## config.mk

```make
export PLATFORM = sky130hd
export DESIGN_NAME = sram_req_bridge
export DESIGN_NICKNAME = d
export VERILOG_FILES = /design/src/rtl/types_amba_pkg.sv /design/src/rtl/sram_req_bridge_pkg.sv /design/src/rtl/sram_req_bridge.sv
export SDC_FILE = /design/constraint.sdc
export NUM_CORES = 1
export LEC_CHECK = 0
export ABC_AREA = 0
export CAP_MARGIN = 5
export CORE_AREA = 2 2 135 137
export CTS_CLUSTER_SIZE = 25
export DETAILED_ROUTE_END_ITERATION = 10
export DIE_AREA = 0 0 137 139
export PLACE_DENSITY = 0.59
export SLEW_MARGIN = 20
export SYNTH_ARGS = -nofsm -noshare
export SYNTH_HDL_FRONTEND = slang
export SYNTH_SLANG_ARGS = --single-unit
export TNS_END_PERCENT = 1
```

## constraint.sdc

```tcl
create_clock -name i_clk -period 7.1 [get_ports i_clk]
set_input_delay 1.065 -clock i_clk [delete_from_list [all_inputs] [get_ports i_clk]]
set_output_delay 1.065 -clock i_clk [all_outputs]
set_load 0.01 [all_outputs]
```

## src/rtl/types_amba_pkg.sv

```systemverilog
// System-bus geometry shared by the bus adapters and their endpoints.
package types_amba_pkg;

  localparam int unsigned CFG_SYSBUS_ADDR_BITS  = 48;
  localparam int unsigned CFG_SYSBUS_DATA_BITS  = 64;
  localparam int unsigned CFG_SYSBUS_DATA_BYTES = CFG_SYSBUS_DATA_BITS / 8;

endpackage : types_amba_pkg

```

## src/rtl/sram_req_bridge_pkg.sv

```systemverilog
// Shared types for sram_req_bridge: FSM states, command-stage payload,
// its reset value and the size/alignment check applied at accept time.
package sram_req_bridge_pkg;
  import types_amba_pkg::*;

  // Word address kept at full bus width; the top truncates to the window size.
  localparam int unsigned WADDR_BITS = CFG_SYSBUS_ADDR_BITS - 3;

  typedef enum logic {
    STATE_INIT = 1'b0,
    STATE_RUN  = 1'b1
  } state_e;

  typedef struct packed {
    logic                             valid;
    logic                             write;
    logic                             err;
    logic [WADDR_BITS-1:0]            addr;
    logic [CFG_SYSBUS_DATA_BITS-1:0]  wdata;
    logic [CFG_SYSBUS_DATA_BYTES-1:0] wstrb;
  } stage_t;

  localparam stage_t sram_req_bridge_r_reset = '0;

  // Flags sizes other than 1/2/4/8 bytes and accesses not naturally aligned.
  function automatic logic size_check(input logic [CFG_SYSBUS_ADDR_BITS-1:0] addr,
                                      input logic [7:0]                      size);
    logic bad_size;
    logic misaligned;
    bad_size   = !(size inside {8'd1, 8'd2, 8'd4, 8'd8});
    misaligned = |(addr[7:0] & (size - 8'd1));
    return bad_size | misaligned;
  endfunction

endpackage : sram_req_bridge_pkg

```

## src/rtl/sram_req_bridge.sv

```systemverilog
// Request/response endpoint driving a 1-cycle-latency single-port SRAM.
// Define SRAM_REQ_BRIDGE_INIT_EN to zero-fill the SRAM after every reset.
module sram_req_bridge
  import types_amba_pkg::*;
  import sram_req_bridge_pkg::*;
#(
  parameter int unsigned abits = 16
) (
  input  logic                             i_clk,
  input  logic                             i_rst,
  input  logic                             i_req_valid,
  input  logic [CFG_SYSBUS_ADDR_BITS-1:0]  i_req_addr,
  input  logic [7:0]                       i_req_size,
  input  logic                             i_req_write,
  input  logic [CFG_SYSBUS_DATA_BITS-1:0]  i_req_wdata,
  input  logic [CFG_SYSBUS_DATA_BYTES-1:0] i_req_wstrb,
  input  logic                             i_req_last,
  output logic                             o_req_ready,
  output logic                             o_resp_valid,
  output logic [CFG_SYSBUS_DATA_BITS-1:0]  o_resp_rdata,
  output logic                             o_resp_err,
  output logic                             o_mem_cs,
  output logic                             o_mem_we,
  output logic [abits-4:0]                 o_mem_addr,
  output logic [CFG_SYSBUS_DATA_BITS-1:0]  o_mem_wdata,
  output logic [CFG_SYSBUS_DATA_BYTES-1:0] o_mem_wstrb,
  input  logic [CFG_SYSBUS_DATA_BITS-1:0]  i_mem_rdata
);

  localparam int unsigned MEM_AW = abits - 3;

`ifdef SRAM_REQ_BRIDGE_INIT_EN
  localparam state_e STATE_RESET = STATE_INIT;
`else
  localparam state_e STATE_RESET = STATE_RUN;
`endif

  state_e state_q;
  stage_t cmd_q, cmd_d;
  logic   resp_valid_q;
  logic   resp_err_q;
  logic   resp_rd_q;

  logic   accept_c;
  logic   out_of_range_c;
  logic   req_err_c;
  logic   cmd_cs_c;

  assign o_req_ready    = (state_q == STATE_RUN) & ~i_rst;
  assign accept_c       = i_req_valid & o_req_ready;
  assign out_of_range_c = (i_req_addr >> abits) != '0;
  assign req_err_c      = out_of_range_c | size_check(i_req_addr, i_req_size);

  // Command stage payload captured on accept.
  always_comb begin
    cmd_d = sram_req_bridge_r_reset;
    if (accept_c) begin
      cmd_d.valid = 1'b1;
      cmd_d.write = i_req_write;
      cmd_d.err   = req_err_c;
      cmd_d.addr  = WADDR_BITS'(i_req_addr >> 3);
      cmd_d.wdata = i_req_wdata;
      cmd_d.wstrb = i_req_wstrb;
    end
  end

`ifdef SRAM_REQ_BRIDGE_INIT_EN
  logic [MEM_AW-1:0] sweep_cnt_q;
`endif

  always_ff @(posedge i_clk or posedge i_rst) begin
    if (i_rst) begin
      state_q      <= STATE_RESET;
      cmd_q        <= sram_req_bridge_r_reset;
      resp_valid_q <= 1'b0;
      resp_err_q   <= 1'b0;
      resp_rd_q    <= 1'b0;
`ifdef SRAM_REQ_BRIDGE_INIT_EN
      sweep_cnt_q  <= '0;
`endif
    end else begin
      cmd_q        <= cmd_d;
      resp_valid_q <= cmd_q.valid;
      resp_err_q   <= cmd_q.valid & cmd_q.err;
      resp_rd_q    <= cmd_q.valid & ~cmd_q.err & ~cmd_q.write;
      case (state_q)
        STATE_INIT: begin
`ifdef SRAM_REQ_BRIDGE_INIT_EN
          sweep_cnt_q <= sweep_cnt_q + MEM_AW'(1);
          if (&sweep_cnt_q) begin
            state_q <= STATE_RUN;
          end
`else
          state_q <= STATE_RUN;
`endif
        end
        STATE_RUN: state_q <= STATE_RUN;
        default:   state_q <= STATE_RUN;
      endcase
    end
  end

  assign cmd_cs_c = cmd_q.valid & ~cmd_q.err;

  // The sweep owns the SRAM port while in STATE_INIT; no requests are in flight then.
`ifdef SRAM_REQ_BRIDGE_INIT_EN
  logic init_c;
  assign init_c      = (state_q == STATE_INIT) & ~i_rst;
  assign o_mem_cs    = init_c | cmd_cs_c;
  assign o_mem_we    = init_c | (cmd_cs_c & cmd_q.write);
  assign o_mem_addr  = init_c ? sweep_cnt_q : MEM_AW'(cmd_q.addr);
  assign o_mem_wdata = init_c ? '0 : cmd_q.wdata;
  assign o_mem_wstrb = init_c ? '1 : cmd_q.wstrb;
`else
  assign o_mem_cs    = cmd_cs_c;
  assign o_mem_we    = cmd_cs_c & cmd_q.write;
  assign o_mem_addr  = MEM_AW'(cmd_q.addr);
  assign o_mem_wdata = cmd_q.wdata;
  assign o_mem_wstrb = cmd_q.wstrb;
`endif

  assign o_resp_valid = resp_valid_q;
  assign o_resp_err   = resp_err_q;
  assign o_resp_rdata = resp_rd_q ? i_mem_rdata : '0;

  // i_req_last is informational; upper word-address bits are always zero after the range check.
  logic unused_c;
  assign unused_c = ^{i_req_last, cmd_q.addr};

endmodule : sram_req_bridge

```

* Word-level counts from Yosys, hierarchy flattened
Cells that the tools add are included.
** Word-level totals
- Register bits after elaboration :: 91
- Bits of input ports :: 197
- Output and inout bits :: 154
- Word-level logic and storage cells :: 31
** Cells by class
- Add/subtract/negate cells :: 1
- Equality and inequality tests :: 4
- Mux-type cells :: 2
- Bitwise gates (word level) :: 11
- Reductions and logical operators :: 4
** Operators by type and width (count)
- 120-bit 2-to-1 mux :: 1
- 64-bit 2-to-1 mux :: 1
- 48-bit nonzero test :: 1
- 8-bit AND :: 1
- 8-bit by 1-bit equality test with 1-bit output (second input constant) :: 1
- 8-bit by 2-bit equality test with 1-bit output (second input constant) :: 1
- 8-bit by 3-bit equality test with 1-bit output (second input constant) :: 1
- 8-bit by 4-bit equality test with 1-bit output (second input constant) :: 1
- 8-bit OR reduction :: 1
- 8-bit by 1-bit subtractor with 8-bit output (second input constant) :: 1
- 1-bit AND :: 5
- 4-bit nonzero test :: 1
- 1-bit inverter :: 3
- 1-bit OR :: 2
- 1-bit logical NOT :: 1

* Depth between registers and ports, before layout
- Depth in word-level cells :: 6
- Gate-level depth with buffers :: 7

* Worst setup path after synthesis
Ideal clock, no wire load.
- Path kind :: input to output
- Start :: input i_rst
- End :: output o_req_ready
- Arrival time :: 2997 ps
- Setup slack :: 3038 ps
- Stages :: 1
- Path buffers :: 0
- Cells stage by stage :: inv_1
** On the way
- Word-level cells in the longest chain between the ends :: 1
** RTL lines
- start: declaration :: RTL line sram_req_bridge.sv:10 : input logic i_rst,
- 1-bit inverter :: RTL line sram_req_bridge.sv:49 : assign o_req_ready = (state_q == STATE_RUN) & ~i_rst;
- end: declaration :: RTL line sram_req_bridge.sv:18 : output logic o_req_ready,
Every way passes these cells.

* Final worst setup path
Ends and elaborated chain as after synthesis.

==> parameters.txt <==
Parameter                              Value

Layout
  Number of cells in the finished layout apart from fillers ... 886
  Layout Nets ... 852
  Diodes inserted ... 0
  Final Util ... 0.434
  Share of final-layout standard cells stronger than drive strength 1 ... 0.0350
  Area added between synthesis and finish ... 80.2%

Routing
  DRC violation total after the first TritonRoute iteration ... 103
  Wire length after detailed routing ... 15300 microns
  Number of optimization iterations in the first detailed-route pass ... 4
  Wire length per cell ... 17.2 microns
  Remaining antenna violation count ... 0
  DRC violations left ... 0
  Vias post-DR ... 3565
  Detailed-route vias per instance ... 4.02

Placement
  Placed insts ... 870
  Placement Setup Slack ... 3.47 ns
  Placer congestion estimate ... 0.806
  Port-buffer cells ... 349
  DP HPWL ... 12100 microns

Critical path
  Kind of critical path ... input pin to primary output
  Worst endpoint data arrival time ... 2.52 ns
  Startpoint type of the worst setup path ... input pin
  Worst-path maximum fanout ... 35
  Critical Path RT ... 6.03 ns
  Critical path endpoint category ... primary output

Clocking
  Reg clk slew, reported paths ... 0.07 ns
  CTS sink cnt ... 91
  CTS tree ... done
  Clk root buf ... sky130_fd_sc_hd__clkbuf_16
  H-tree depth ... 3
  Cells resized by post-CTS repair ... 0
  Maximum clock insertion buffer count ... 2
  Number of buffers inserted during clock tree synthesis ... 9
  Buffers inserted during post-CTS setup optimization ... 0
  Worst-skew pair later-pin latency ... 0.34 ns
  Hold_buf cts ... 0

Yosys
  Adder-Cell Fraction of Synth Area ... 0.00883
  Prevailing post-synth register cell ... sky130_fd_sc_hd__dfrtp_1
  Asr flop ratio synth ... 1.00
  Yosys top cell area share ... 0.536
  Syn Inst Count ... 390
  Cell accounting for the most synthesized area ... sky130_fd_sc_hd__dfrtp_1
  Flops & latches, synth ... 91
  Sequential fraction of the synthesis area ... 0.536
  Synth top area cells ... sky130_fd_sc_hd__dfrtp_1 54%, sky130_fd_sc_hd__and2_1 22%, sky130_fd_sc_hd__buf_4 15%, sky130_fd_sc_hd__nor4_1 1.3%, sky130_fd_sc_hd__clkbuf_1 1.1%
  Synth Area in Compound Gates ... 0.0147
  Synth Area per Inst ... 10.9 sq um
  Synth Warn # ... 0
  Cell area after technology mapping ... 4250 sq um
  Synthesized-area fraction occupied by and/or/nand/nor cells ... 0.265
  Most used standard cells in the synthesized netlist ... 152 x sky130_fd_sc_hd__and2_1, 91 x sky130_fd_sc_hd__dfrtp_1, 85 x sky130_fd_sc_hd__buf_4, 13 x sky130_fd_sc_hd__clkbuf_1, 9 x sky130_fd_sc_hd__nor4_1
  Dominant combinational cell family by area after synthesis ... simple AND/OR/NAND/NOR gates
  Number of library cell types mapped by synthesis ... 31
  Synth Net Count ... 590
  Number of synthesized flops with an enable pin ... 0
  Most frequently used cell type in the post-synthesis netlist ... sky130_fd_sc_hd__and2_1
  Area share of xor/xnor cells in the synthesized design ... 0.00412
  Mux cell area share after synthesis ... 0.00236

Die
  Y dimension of the die ... 139 microns
  Width of the die ... 137 microns
  Area enclosed by the die boundary ... 19000 sq um
  Row count ... 49
  I/O pins ... 351
  Area of the core ... 17700 sq um
  Starting density of the core ... 0.241

Power
  Power per cell area ... 168 nW/um^2
  Reported leakage power ... 3.23 nW
  Total chip power ... 1.28 mW
  Worst VDD drop ... 0.100 mV

Job
  Max-cap violations ... 0

Timing
  Post-layout min period ... 3.59 ns
  Setup TNS ... 0 ns
  Max Freq ... 279 MHz
  Slew at the pin closest to its max-slew limit ... 0.767 ns
  Final Hold Fails ... 0
  Final setup skew ... 0.00150 ns
  Relative slew slack ... 0.489
  RSZ-0062 raised after global routing ... false
  Part of the cycle the worst path needs ... 0.505
  Number of pins exceeding their max-slew limit in the final report ... 0
  Setup ws final ... 3.51 ns
  Final setup violation count ... 0

GRT
  Global-route usage over all layers ... 0.158
  Overflow left after global routing ... 0
  Largest net degree at the start of global routing ... 89
  Antenna violations before repair ... 0
  Wire length of the first global-routing pass ... 22400 microns
  Number of global-route vias before repair ... 3890

Min path
  Type of the tightest min-delay check ... register to register

Outcome
  Outcome ... finished, final reports clean
==> placed cells by master, fill, tap and decap left out, types with 2 or more instances in the layout <==
master | netlist | final
sky130_fd_sc_hd__nor4_1 | 9 | 9
sky130_fd_sc_hd__clkinvlp_4 | 0 | 2
sky130_fd_sc_hd__and2_1 | 152 | 152
sky130_fd_sc_hd__ha_1 | 3 | 3
sky130_fd_sc_hd__buf_4 | 85 | 3
sky130_fd_sc_hd__nor4_2 | 2 | 2
sky130_fd_sc_hd__nor2b_1 | 2 | 2
sky130_fd_sc_hd__a21oi_1 | 2 | 2
sky130_fd_sc_hd__clkbuf_16 | 0 | 9
sky130_fd_sc_hd__dfrtp_1 | 91 | 91
sky130_fd_sc_hd__clkdlybuf4s50_1 | 0 | 349
sky130_fd_sc_hd__nand2_1 | 2 | 2
sky130_fd_sc_hd__inv_1 | 5 | 4
sky130_fd_sc_hd__nand2b_1 | 2 | 2
sky130_fd_sc_hd__nor2_1 | 2 | 2
==> final timing paths <==
| kind | cells past startpoint | end | startpoint | slack (ns) |
|---|---|---|---|---|
| setup / recovery | 3 | o_req_ready | i_rst | 3.51 |
| hold / removal | 0 | o_resp_valid$_DFF_PP0_ | cmd_q[119]$_DFF_PP0_ | 0.39 |
| setup reg to reg | 2 | resp_rd_q$_DFF_PP0_ | cmd_q[117]$_DFF_PP0_ | 6.30 |
| hold reg to reg | 0 | o_resp_valid$_DFF_PP0_ | cmd_q[119]$_DFF_PP0_ | 0.39 |
| max in group asynchronous | 3 | o_mem_addr[11]$_DFF_PP0_ | i_rst | 4.84 |
| min in group asynchronous | 2 | o_mem_wdata[9]$_DFF_PP0_ | i_rst | 1.12 |
==> critical path, stage by stage <==
cell,delay [ns]
sky130_fd_sc_hd__clkdlybuf4s50_1,0.46
sky130_fd_sc_hd__inv_4,0.36
sky130_fd_sc_hd__clkdlybuf4s50_1,0.63
==> per-layer routing <==
| layer | global-route usage | up-vias | share of wire |
|---|---|---|---|
| met5 | 0 | - | 0 |
| met4 | 0.0792 | 0 | 0.038 |
| met3 | 0.0548 | 27 | 0.10 |
| met2 | 0.292 | 199 | 0.53 |
| met1 | 0.153 | 1688 | 0.33 |
| li1 | - | 1651 | - |
==> kinds of logic after synthesis <==
family / Yosys count
simple gates: 178
compound gates: 9
buf+inv: 106
mux: 1
fa+ha+maj: 3
flops: 91
xor+xnor: 2
==> registers in the layout, indices dropped and copies added (netlist names) <==
signal / count
o_mem_wstrb: 8
o_mem_addr: 13
o_resp_err: 1
cmd_q: 3
o_mem_wdata: 64
resp_rd_q: 1
o_resp_valid: 1
==> power by group <==
part           internal [mW]  leakage, nW  switching, mW
Sequential             0.538         1.22        0.00567
Clock                  0.277        0.141          0.212
Combinational          0.167         1.87         0.0852
==> stage by stage <==
step	cell area (sq um)	hold WS (ns)
2_1_floorplan	4250	0.360
3_5_place_dp	7350	0.379
4_1_cts	7660	0.394
6_report	7660	0.391
5_1_grt	7660	0.408
3_3_place_gp	7350	0.370
==> layout make-up <==
class,count,area (sq um)
clock buffer,10,229
timing repair buffer,352,3520
sequential,91,2280
multi-input combinational,193,1250
clock inverter,6,73.8
fill,1653,10000
inverter,5,21.3
tap,229,287
Note: power is estimated with default switching activity, not from simulation.
